<file path="src/rtl/axis_unpack.sv">
// rtl/axis_unpack.sv - AXI-Stream width down-converter, IN_WIDTH words to OUT_WIDTH symbols
module axis_unpack #(
  parameter int IN_WIDTH  = 32,
  parameter int OUT_WIDTH = 8,
  parameter bit LSB_FIRST = 1'b1
) (
  input  logic                 aclk,
  input  logic                 aresetn,
  input  logic [IN_WIDTH-1:0]  s_axis_tdata,
  input  logic                 s_axis_tvalid,
  output logic                 s_axis_tready,
  input  logic                 s_axis_tlast,
  output logic [OUT_WIDTH-1:0] m_axis_tdata,
  output logic                 m_axis_tvalid,
  input  logic                 m_axis_tready,
  output logic                 m_axis_tlast
);

  localparam int RATIO = IN_WIDTH / OUT_WIDTH;
  localparam int IDX_W = (RATIO > 1) ? $clog2(RATIO) : 1;
  localparam logic [IDX_W-1:0] LAST_IDX = IDX_W'(RATIO - 1);

  generate
    if (IN_WIDTH % OUT_WIDTH != 0) begin : g_width_check
      $error("axis_unpack: IN_WIDTH must be an integer multiple of OUT_WIDTH");
    end
  endgenerate

  logic [IN_WIDTH-1:0] word_q;
  logic                last_q;
  logic                full_q;
  logic [IDX_W-1:0]    idx_q;
  logic                at_last;
  logic                in_hs;
  logic                out_hs;
  logic [IDX_W-1:0]    sel;

  assign at_last       = (idx_q == LAST_IDX);
  assign m_axis_tvalid = full_q;
  assign m_axis_tlast  = last_q & at_last;
  // Ready on the final slice lets the next word load on the same edge the last symbol leaves.
  assign s_axis_tready = ~full_q | (m_axis_tready & at_last);
  assign in_hs         = s_axis_tvalid & s_axis_tready;
  assign out_hs        = m_axis_tvalid & m_axis_tready;
  assign sel           = LSB_FIRST ? idx_q : (LAST_IDX - idx_q);

  always_comb begin
    m_axis_tdata = '0;
    for (int i = 0; i < RATIO; i++) begin
      if (sel == IDX_W'(i)) begin
        m_axis_tdata = word_q[i*OUT_WIDTH +: OUT_WIDTH];
      end
    end
  end

  always_ff @(posedge aclk or negedge aresetn) begin
    if (!aresetn) begin
      word_q <= '0;
      last_q <= 1'b0;
      full_q <= 1'b0;
      idx_q  <= '0;
    end else if (out_hs) begin
      if (!at_last) begin
        idx_q <= idx_q + IDX_W'(1);
      end else begin
        idx_q <= '0;
        if (in_hs) begin
          word_q <= s_axis_tdata;
          last_q <= s_axis_tlast;
        end else begin
          full_q <= 1'b0;
        end
      end
    end else if (in_hs) begin
      word_q <= s_axis_tdata;
      last_q <= s_axis_tlast;
      full_q <= 1'b1;
      idx_q  <= '0;
    end
  end

endmodule

</file>
<file path="config.mk">
export PLATFORM = sky130hd
export DESIGN_NAME = axis_unpack
export DESIGN_NICKNAME = d
export VERILOG_FILES = /design/src/rtl/axis_unpack.sv
export SDC_FILE = /design/constraint.sdc
export NUM_CORES = 1
export LEC_CHECK = 0
export ABC_AREA = 1
export CORE_MARGIN = 1.5
export CORE_UTILIZATION = 45
export CTS_CLUSTER_SIZE = 14
export DETAILED_ROUTE_END_ITERATION = 8
export PLACE_DENSITY = 0.72
export SLEW_MARGIN = 25
export SYNTH_ARGS = -nofsm -noshare
export SYNTH_HDL_FRONTEND = slang
export SYNTH_SLANG_ARGS = --single-unit
</file>
<file path="constraint.sdc">
create_clock -name aclk -period 3.84 [get_ports aclk]
set_input_delay 0.768 -clock aclk [delete_from_list [all_inputs] [get_ports aclk]]
set_output_delay 0.768 -clock aclk [all_outputs]
set_load 0.01 [all_outputs]
</file>
Yosys cells after proc, flatten, opt, wreduce, memory -nomap -nowiden

Cells that the tools add are included.

Output and inout port bits: 11
Bits in registers: 36
Logic and storage cells: 36

Mux-type cells: 17
Equality and inequality tests: 5
Bitwise operators: 6
Reduce and logical (&&, ||, !) cells: 3
Add/subtract/negate cells: 1

Operators with widths:

| operator                                             | count |
|---|---|
| 2-to-1 mux 32 bit                                    | 3 |
| 2-to-1 mux 8 bit                                     | 4 |
| 2-to-1 mux 1 bit                                     | 7 |
| 2-to-1 mux 2 bit                                     | 3 |
| AND 1 bit                                            | 4 |
| equality test 2 bit (second input constant)          | 2 |
| inequality test 2 bit (second input constant)        | 2 |
| AND reduction 3 bit                                  | 1 |
| adder 2 x 1 -> 2 bit (second input constant)         | 1 |
| equality test 2 x 1 -> 1 bit (second input constant) | 1 |
| logical NOT 2 bit                                    | 1 |
| nonzero test 2 bit                                   | 1 |
| inverter 1 bit                                       | 1 |
| bitwise OR 1 bit                                     | 1 |

Logic depth before layout (Yosys ltp)

Gate-level depths: netlist of the first run.

Depth after elaboration: 7
Mapped depth: 8
Depth with buffers taken out: 7

Worst setup path before layout of the first run

OpenSTA, ideal clock, no wires.

Path type: flip-flop to output port
Start point: register idx_q[0]
End point: output port m_axis_tdata[6]
Data arrival time: 1.217 ns
Required time: 3.072 ns
Cell stages (with the launch flop): 9
Slack: 1.855 ns
Buffers on the path: 2
Path through: dfrtp_1 inv_1 ha_1 clkbuf_2 buf_2 a21oi_1 nand2_1 nand2_1 nand2_1

Cells in the longest elaborated chain, start to end: 5
Elaborated cells on any way between the ends: 8
Classes of those cells: 3 x eq/ne; 4 x mux; 1 x reduce/logical

RTL lines:

| item                          | RTL line | source |
|---|---|---|
| start: declaration            | 32       | `logic [IDX_W-1:0] idx_q;` |
| start signal: assignment      | 64       | `idx_q <= idx_q + IDX_W'(1);` |
| logical NOT 2 bit             | 50       | `if (sel == IDX_W'(i)) begin` |
| 2-to-1 mux 8 bit (3 in a row) | 50       |  |
| 2-to-1 mux 8 bit *            | 50       |  |
| end: declaration              | 13       | `output logic [OUT_WIDTH-1:0] m_axis_tdata,` |

Every way passes the cells marked *; elsewhere a longest branch is shown, timed or not.

Worst setup path in the final report of the first run

Start point: register idx_q[0]
End point: output port s_axis_tready

Cells in the longest elaborated chain, start to end: 3

RTL lines:

| item                | RTL line | source |
|---|---|---|
| equality test 2 bit | 38       | `assign at_last = (idx_q == LAST_IDX);` |
| AND 1 bit           | 42       | `assign s_axis_tready = ~full_q \| (m_axis_tready & at_last);` |
| bitwise OR 1 bit    | 42       |  |
| end: declaration    | 11       | `output logic s_axis_tready,` |

Every way passes these cells.

==> results.json, run 1 <==
{
  "outcome": "completed",
  "num_vias": 1567,
  "num_io_pins": 48,
  "path_buf_inv": 1,
  "synth_top_family_by_area": "simple AND/OR/NAND/NOR gates",
  "layout-drive-gt1-share_pct": 26.3,
  "antenna_found_initial": 0,
  "synth_seq_area_share_pct": 44.2,
  "setup-tns-final_ns": 0,
  "synth_area_leaders": "dfrtp_1 (44%), nand2_2 (18%), nand3_1 (11%), nand2_1 (7.9%), a21oi_1 (3.9%)",
  "fin_crit_sh_pct": 81.0,
  "row_count": 24,
  "syn-num-nets": 278,
  "power_leakage_nw": 1.23,
  "grt_max_degree": 37,
  "vdd.ir_drop.worst_mv": 0.337,
  "crit_chain": "ha_1 -> nand2_4 -> nand2_8 -> clkdlybuf4s50_1",
  "insertion_delay_ns": 0.30,
  "skew_ns": 0.00573,
  "fin_nets": 318,
  "post_cts_resized": 0,
  "grt_pass1_wl_um": 7140,
  "finalInstanceArea_sq_um": 2560,
  "h-tree-depth": 2,
  "place_area_sq_um": 2450,
  "critPathLaunchType": "flop",
  "place.gp.congestion": 0.727,
  "drt.antenna.violating_nets": 0,
  "grt_pass1_vias": 1524,
  "avgSynthCellArea_sq_um": 8.61,
  "max_freq_ghz": 0.321,
  "initial_core_util_pct": 46.8,
  "finalHoldViolCount": 0,
  "wl_per_cell_um": 12.4,
  "ys_ff_latch": 36,
  "clockRootBuffer": "clkbuf_8",
  "path_class": "flop to primary output",
  "worst-r2r-setup-slack_ns": 1.82,
  "die_h_um": 70.3,
  "critical_path.top_delay_family": "adder cells",
  "die_x_um": 70.3,
  "layout_commonest_cell": "nand2_2",
  "dieArea_sq_um": 4940,
  "holdBufCountCts": 0,
  "numCtsBuffers": 5,
  "ys_types": 16,
  "synth_area_sq_um": 2040,
  "drtIter0Drc": 70,
  "clk_pin_slew_ns": 0.07,
  "diodes": 0,
  "tightest_slew_ns": 0.787,
  "synth_top_area_share_pct": 44.2,
  "max-clock-path-buffers": 2,
  "synth_xor_area_share_pct": 0,
  "slowest_stage": "ha_1",
  "end_kind": "primary output",
  "mostFrequentLayoutCells": "nand2_2 (60), clkdlybuf4s50_1 (47), nand3_1 (44)",
  "post-cts-setup-buffers": 0,
  "fin_crit_ns": 3.11,
  "grtUsageTotal_pct": 18.6,
  "worstPathRequired_ns": 3.07,
  "grt.overflow.total": 0,
  "power_density_nw_per_um2": 759,
  "drc": 0,
  "core_region_area_sq_um": 4350,
  "synth_mux_area_share_pct": 0,
  "setup_violations": 0,
  "critPathArrivalTime_ns": 2.34,
  "dp_hpwl_um": 2780,
  "synth_adder_area_share_pct": 2.45,
  "synth_compound_area_share_pct": 4.29,
  "vias_per_cell": 4.75,
  "synthSimpleGateAreaFrac_pct": 39.6,
  "slew_violations": 0,
  "relSlewSlack_pct": 47.4,
  "yosysWarnings": 0,
  "cts_tree": "done",
  "rsz0062_at_grt": "no",
  "yosysTopAreaCell": "dfrtp_1",
  "crit_path_max_incr_delay_ns": 0.65,
  "path_max_fanout": 36,
  "max-cap-violations": 0,
  "synthToLayoutAreaGrowth_pct": 25.6,
  "dr.pass1.iters": 4,
  "hold_class": "flop to flop",
  "clkSinkCount": 36,
  "syn-instance-count": 237,
  "routed_wirelength_um": 4090,
  "io_buffers": 47
}
## worst reg2reg max path, delay by kind of cell, from the launching register on
kind	cells	cell delay, ns
AND/OR/NAND/NOR	5	0.82
adder cells (fa/ha/maj)	1	0.65
flip-flops	1	0.43
## cells in the mapped netlist
master / instances
dfrtp_1: 36
clkbuf_2: 1
a21oi_1: 16
nand2_1: 43
inv_1: 14
buf_12: 3
o31ai_1: 1
nand2_4: 1
nand3_1: 44
nand2_2: 60
nand2_8: 2
buf_6: 1
buf_2: 6
clkbuf_1: 1
ha_1: 4
buf_4: 4
## state kept, by name, summed over array words and instances (netlist names)
register / flops
idx_q: 2
m_axis_tvalid: 1
last_q: 1
word_q: 32
## metrics by stage
stage | total power [mW] | cells | setup WS (ns) | utilization (%) | hold slack, ns
floorplan | 1.32 | 237 | 1.85 | - | 0.442
global placement | 1.61 | 322 | 0.842 | 56.3 | 0.460
detailed placement | 1.62 | 322 | 0.832 | 56.3 | 0.471
CTS | 1.96 | 330 | 0.723 | 58.8 | 0.492
global route | 2.10 | 330 | 0.575 | 58.8 | 0.504
finish | 1.94 | 330 | 0.729 | 58.8 | 0.488
## report_power, final
group	switching, mW	total [mW]	internal (mW)
clock network	0.140	0.332	0.192
registers	0.137	0.689	0.552
logic	0.496	0.923	0.427
total	0.773	1.94	1.17
## metal layers
metal	up-vias	GRT usage [%]	part of all wire (%)
li1	833	-	-
met4	0	8.33	2.2
met5	-	0	0
met1	686	25.5	49
met3	7	5.34	5.6
met2	41	27.1	43
## cells by family (layout without fill, tap and decap cells)
kind of cell             count (synthesis)  after routing
buffers and inverters                   30             71
adder cells (fa/ha/maj)                  4              4
AND/OR/NAND/NOR                        150            150
AO/OA/AOI/OAI                           17             17
flip-flops                              36             36
## worst paths after layout
check	start	end	depth (start not counted)
min in group asynchronous	aresetn	word_q[10]	2
worst min-delay path	last_q	last_q	2
max in group asynchronous	aresetn	word_q[0]	2
worst min register to register	last_q	last_q	2
worst max register to register	idx_q[0]	word_q[10]	6
worst max-delay path	idx_q[0]	s_axis_tready	4
## cell type report
| cell class | instances | area (sq um) |
|---|---|---|
| fillers | 402 | 1790 |
| multi-input cells | 171 | 946 |
| flip-flops and latches | 36 | 901 |
| repair buffers | 49 | 485 |
| clock buffers | 5 | 68.8 |
| well taps | 52 | 65.1 |
| inverters | 14 | 52.6 |
| clock inverters | 3 | 42.5 |
Note: power is estimated with default switching activity, not from simulation.
==> inputs of run 2 (changes only) <==
--- a/config.mk
+++ b/config.mk
@@ -10,7 +10,7 @@
 export CORE_UTILIZATION = 45
 export CTS_CLUSTER_SIZE = 14
 export DETAILED_ROUTE_END_ITERATION = 8
-export PLACE_DENSITY = 0.72
+export PLACE_DENSITY = 0.75
 export SLEW_MARGIN = 25
 export SYNTH_ARGS = -nofsm -noshare
 export SYNTH_HDL_FRONTEND = slang
==> constraint.sdc (replaced) <==
create_clock -name aclk -period 2.5 [get_ports aclk]
set_input_delay 0.5 -clock aclk [delete_from_list [all_inputs] [get_ports aclk]]
set_output_delay 0.5 -clock aclk [all_outputs]
set_load 0.01 [all_outputs]
==> run 2 against run 1 <==
  * Global-route usage up 1.1 points
  * Clock-buffer cell count up 1
  * Flip-flop and latch count unchanged
  * Die area unchanged
  * Hold slack better by 0.0010 ns
  * Power up 54%
  * Clock skew up 0.0029 ns
  * First-iteration DRC count up 47%
  * Non-clock buffer count up 6
  * Cell count up 1.5%
  * Core utilization up 2.0 points
  * Critical path type unchanged
==> results.json, run 2 (synthesis gave the netlist of run 1 again) <==
{
  "outcome": "completed",
  "dieArea_sq_um": 4940,
  "wl_per_cell_um": 13.4,
  "insertion_delay_ns": 0.29,
  "max-clock-path-buffers": 2,
  "ff2ff_path_depth": 8,
  "numCtsBuffers": 5,
  "skew_ns": 0.00865,
  "worst-r2r-setup-slack_ns": 0.60,
  "path_class": "flop to primary output",
  "startpoint": "idx_q[1]",
  "clk_pin_slew_ns": 0.07,
  "clockRootBuffer": "clkbuf_8",
  "antenna_found_initial": 0,
  "holdBufCountCts": 0,
  "largest_reg_flops": 32,
  "worstSetupEndpoint": "s_axis_tready",
  "slew_violations": 0,
  "num_vias": 1655,
  "max-cap-violations": 0,
  "place.gp.congestion": 0.820,
  "core_region_area_sq_um": 4350,
  "reg2reg_to": "word_q[17]",
  "path_max_fanout": 19,
  "drtIter0Drc": 103,
  "mostFrequentLayoutCells": "nand2_2 (60), nand3_1 (44), nand2_1 (43)",
  "io_buffers": 47,
  "fin_crit_sh_pct": 90.9,
  "grtUsageTotal_pct": 19.7,
  "clkSinkCount": 36,
  "num_io_pins": 48,
  "wl_met2_um": 2040,
  "row_count": 24,
  "multiInputGateArea_sq_um": 981,
  "max_freq_ghz": 0.440,
  "swShare_pct": 41.1,
  "cts_tree": "done",
  "power_leakage_nw": 1.36,
  "finalHoldViolCount": 0,
  "internal_power_mw": 1.76,
  "r2r-start": "idx_q[1]",
  "fin_util_pct": 60.8,
  "dr.pass1.iters": 4,
  "tightest_slew_ns": 0.533,
  "top_layer": "met4",
  "die_x_um": 70.3,
  "worstPathRequired_ns": 2.00,
  "vdd.ir_drop.worst_mv": 0.622,
  "initial_core_util_pct": 46.8,
  "share_comb_of_total_power_pct": 51.8,
  "grt_pass1_wl_um": 7620,
  "p_seq_share_pct": 35.6,
  "routed_wirelength_um": 4470,
  "drt.antenna.violating_nets": 0,
  "power_mw": 2.99,
  "rsz0062_at_grt": "no",
  "fin_nets": 324,
  "die_h_um": 70.3,
  "top_regs": "word_q x32, idx_q x2",
  "grt_pass1_vias": 1612,
  "setup_violations": 0,
  "hold_class": "flop to flop",
  "diodes": 0,
  "critPathArrivalTime_ns": 1.77,
  "layout-drive-gt1-share_pct": 29.7,
  "power.share.clock_pct": 12.6,
  "regArea_sq_um": 902,
  "wl_met1_um": 2120,
  "critPathLaunchType": "flop",
  "end_kind": "primary output",
  "power_density_nw_per_um2": 1130,
  "top_register": "word_q",
  "grt.overflow.total": 0,
  "nFillCells": 387,
  "fin_crit_ns": 2.27,
  "power.switching_mw": 1.23,
  "drc": 0,
  "synthToLayoutAreaGrowth_pct": 29.8,
  "h-tree-depth": 2,
  "relSlewSlack_pct": 64.3,
  "setup-tns-final_ns": 0,
  "dp_hpwl_um": 3040,
  "grt_max_degree": 37,
  "layout_commonest_cell": "nand2_2",
  "wl_met3_um": 228,
  "vias_per_cell": 4.94
}
==> run 2: cell count changes in the layout (fill, tap and decap cells not counted), sizes merged <==
cell / previous run / this run
buf: 2 / 8
clkdlybuf4s50: 47 / 39
dlymetal6s2s: 0 / 8
bufinv: 1 / 0
clkinvlp: 1 / 0
clkbuf: 5 / 6
==> run 2: metrics by stage <==
step,std cells,hold slack (ns),setup slack [ns],area [sq um]
5_1_grt,335,0.508,0.141,2650
4_1_cts,333,0.491,0.00240,2560
3_5_place_dp,325,0.472,0.162,2470
6_report,335,0.489,0.227,2650
2_1_floorplan,237,0.204,0.783,2040
3_3_place_gp,325,0.465,0.188,2470
==> run 2: worst min-delay path by stage <==
| stage | startpoint | to | slack, ns | depth (start not counted) |
|---|---|---|---|---|
| 6_report | last_q | last_q | 0.49 | 2 |
| 5_1_grt | word_q[29] | word_q[29] | 0.51 | 2 |
| 4_1_cts | word_q[31] | word_q[31] | 0.49 | 2 |
| 3_5_place_dp | word_q[31] | word_q[31] | 0.47 | 2 |
| 3_3_place_gp | word_q[9] | word_q[9] | 0.47 | 2 |
| 2_1_floorplan | aresetn | idx_q[0] | 0.20 | 0 |
==> run 2: worst max-delay path: stages (launching register included) <==
cell	delay, ns
dfrtp_1	0.39
buf_4	0.14
ha_4	0.26
nand2_4	0.10
nand2_8	0.06
clkdlybuf4s50_1	0.53
==> run 2: power groups by stage <==
stage | logic [mW] | clock network, mW | registers, mW
floorplan | 1.02 | 0 | 1.01
global placement | 1.44 | 0 | 1.06
detailed placement | 1.47 | 0 | 1.07
CTS | 1.49 | 0.387 | 1.06
global route | 1.75 | 0.419 | 1.09
finish | 1.55 | 0.378 | 1.07
==> run 2: metal layers <==
layer  track usage, %  vias up
li1                 -      841
met2             29.6       42
met1             27.5      765
met4             6.41        0
met3             5.48        7
met5                0        -
==> run 2: area by class of cell <==
type                    instances  share of cell area [%]
multi-input cells             171                    37.1
flip-flops and latches         36                    34.1
repair buffers                 55                    21.4
clock buffers                   6                    2.74
well taps                      52                    2.46
inverters                      14                    2.08
clock inverters                 1                   0.189
==> run 2: what timing repair did <==
| action | in CTS | in global routing |
|---|---|---|
| endpoints found under the setup margin | 10 | 8 |
| gates resized for setup | 3 | 16 |
| hold endpoints to repair | 0 | 0 |
| setup buffers | 1 | 2 |
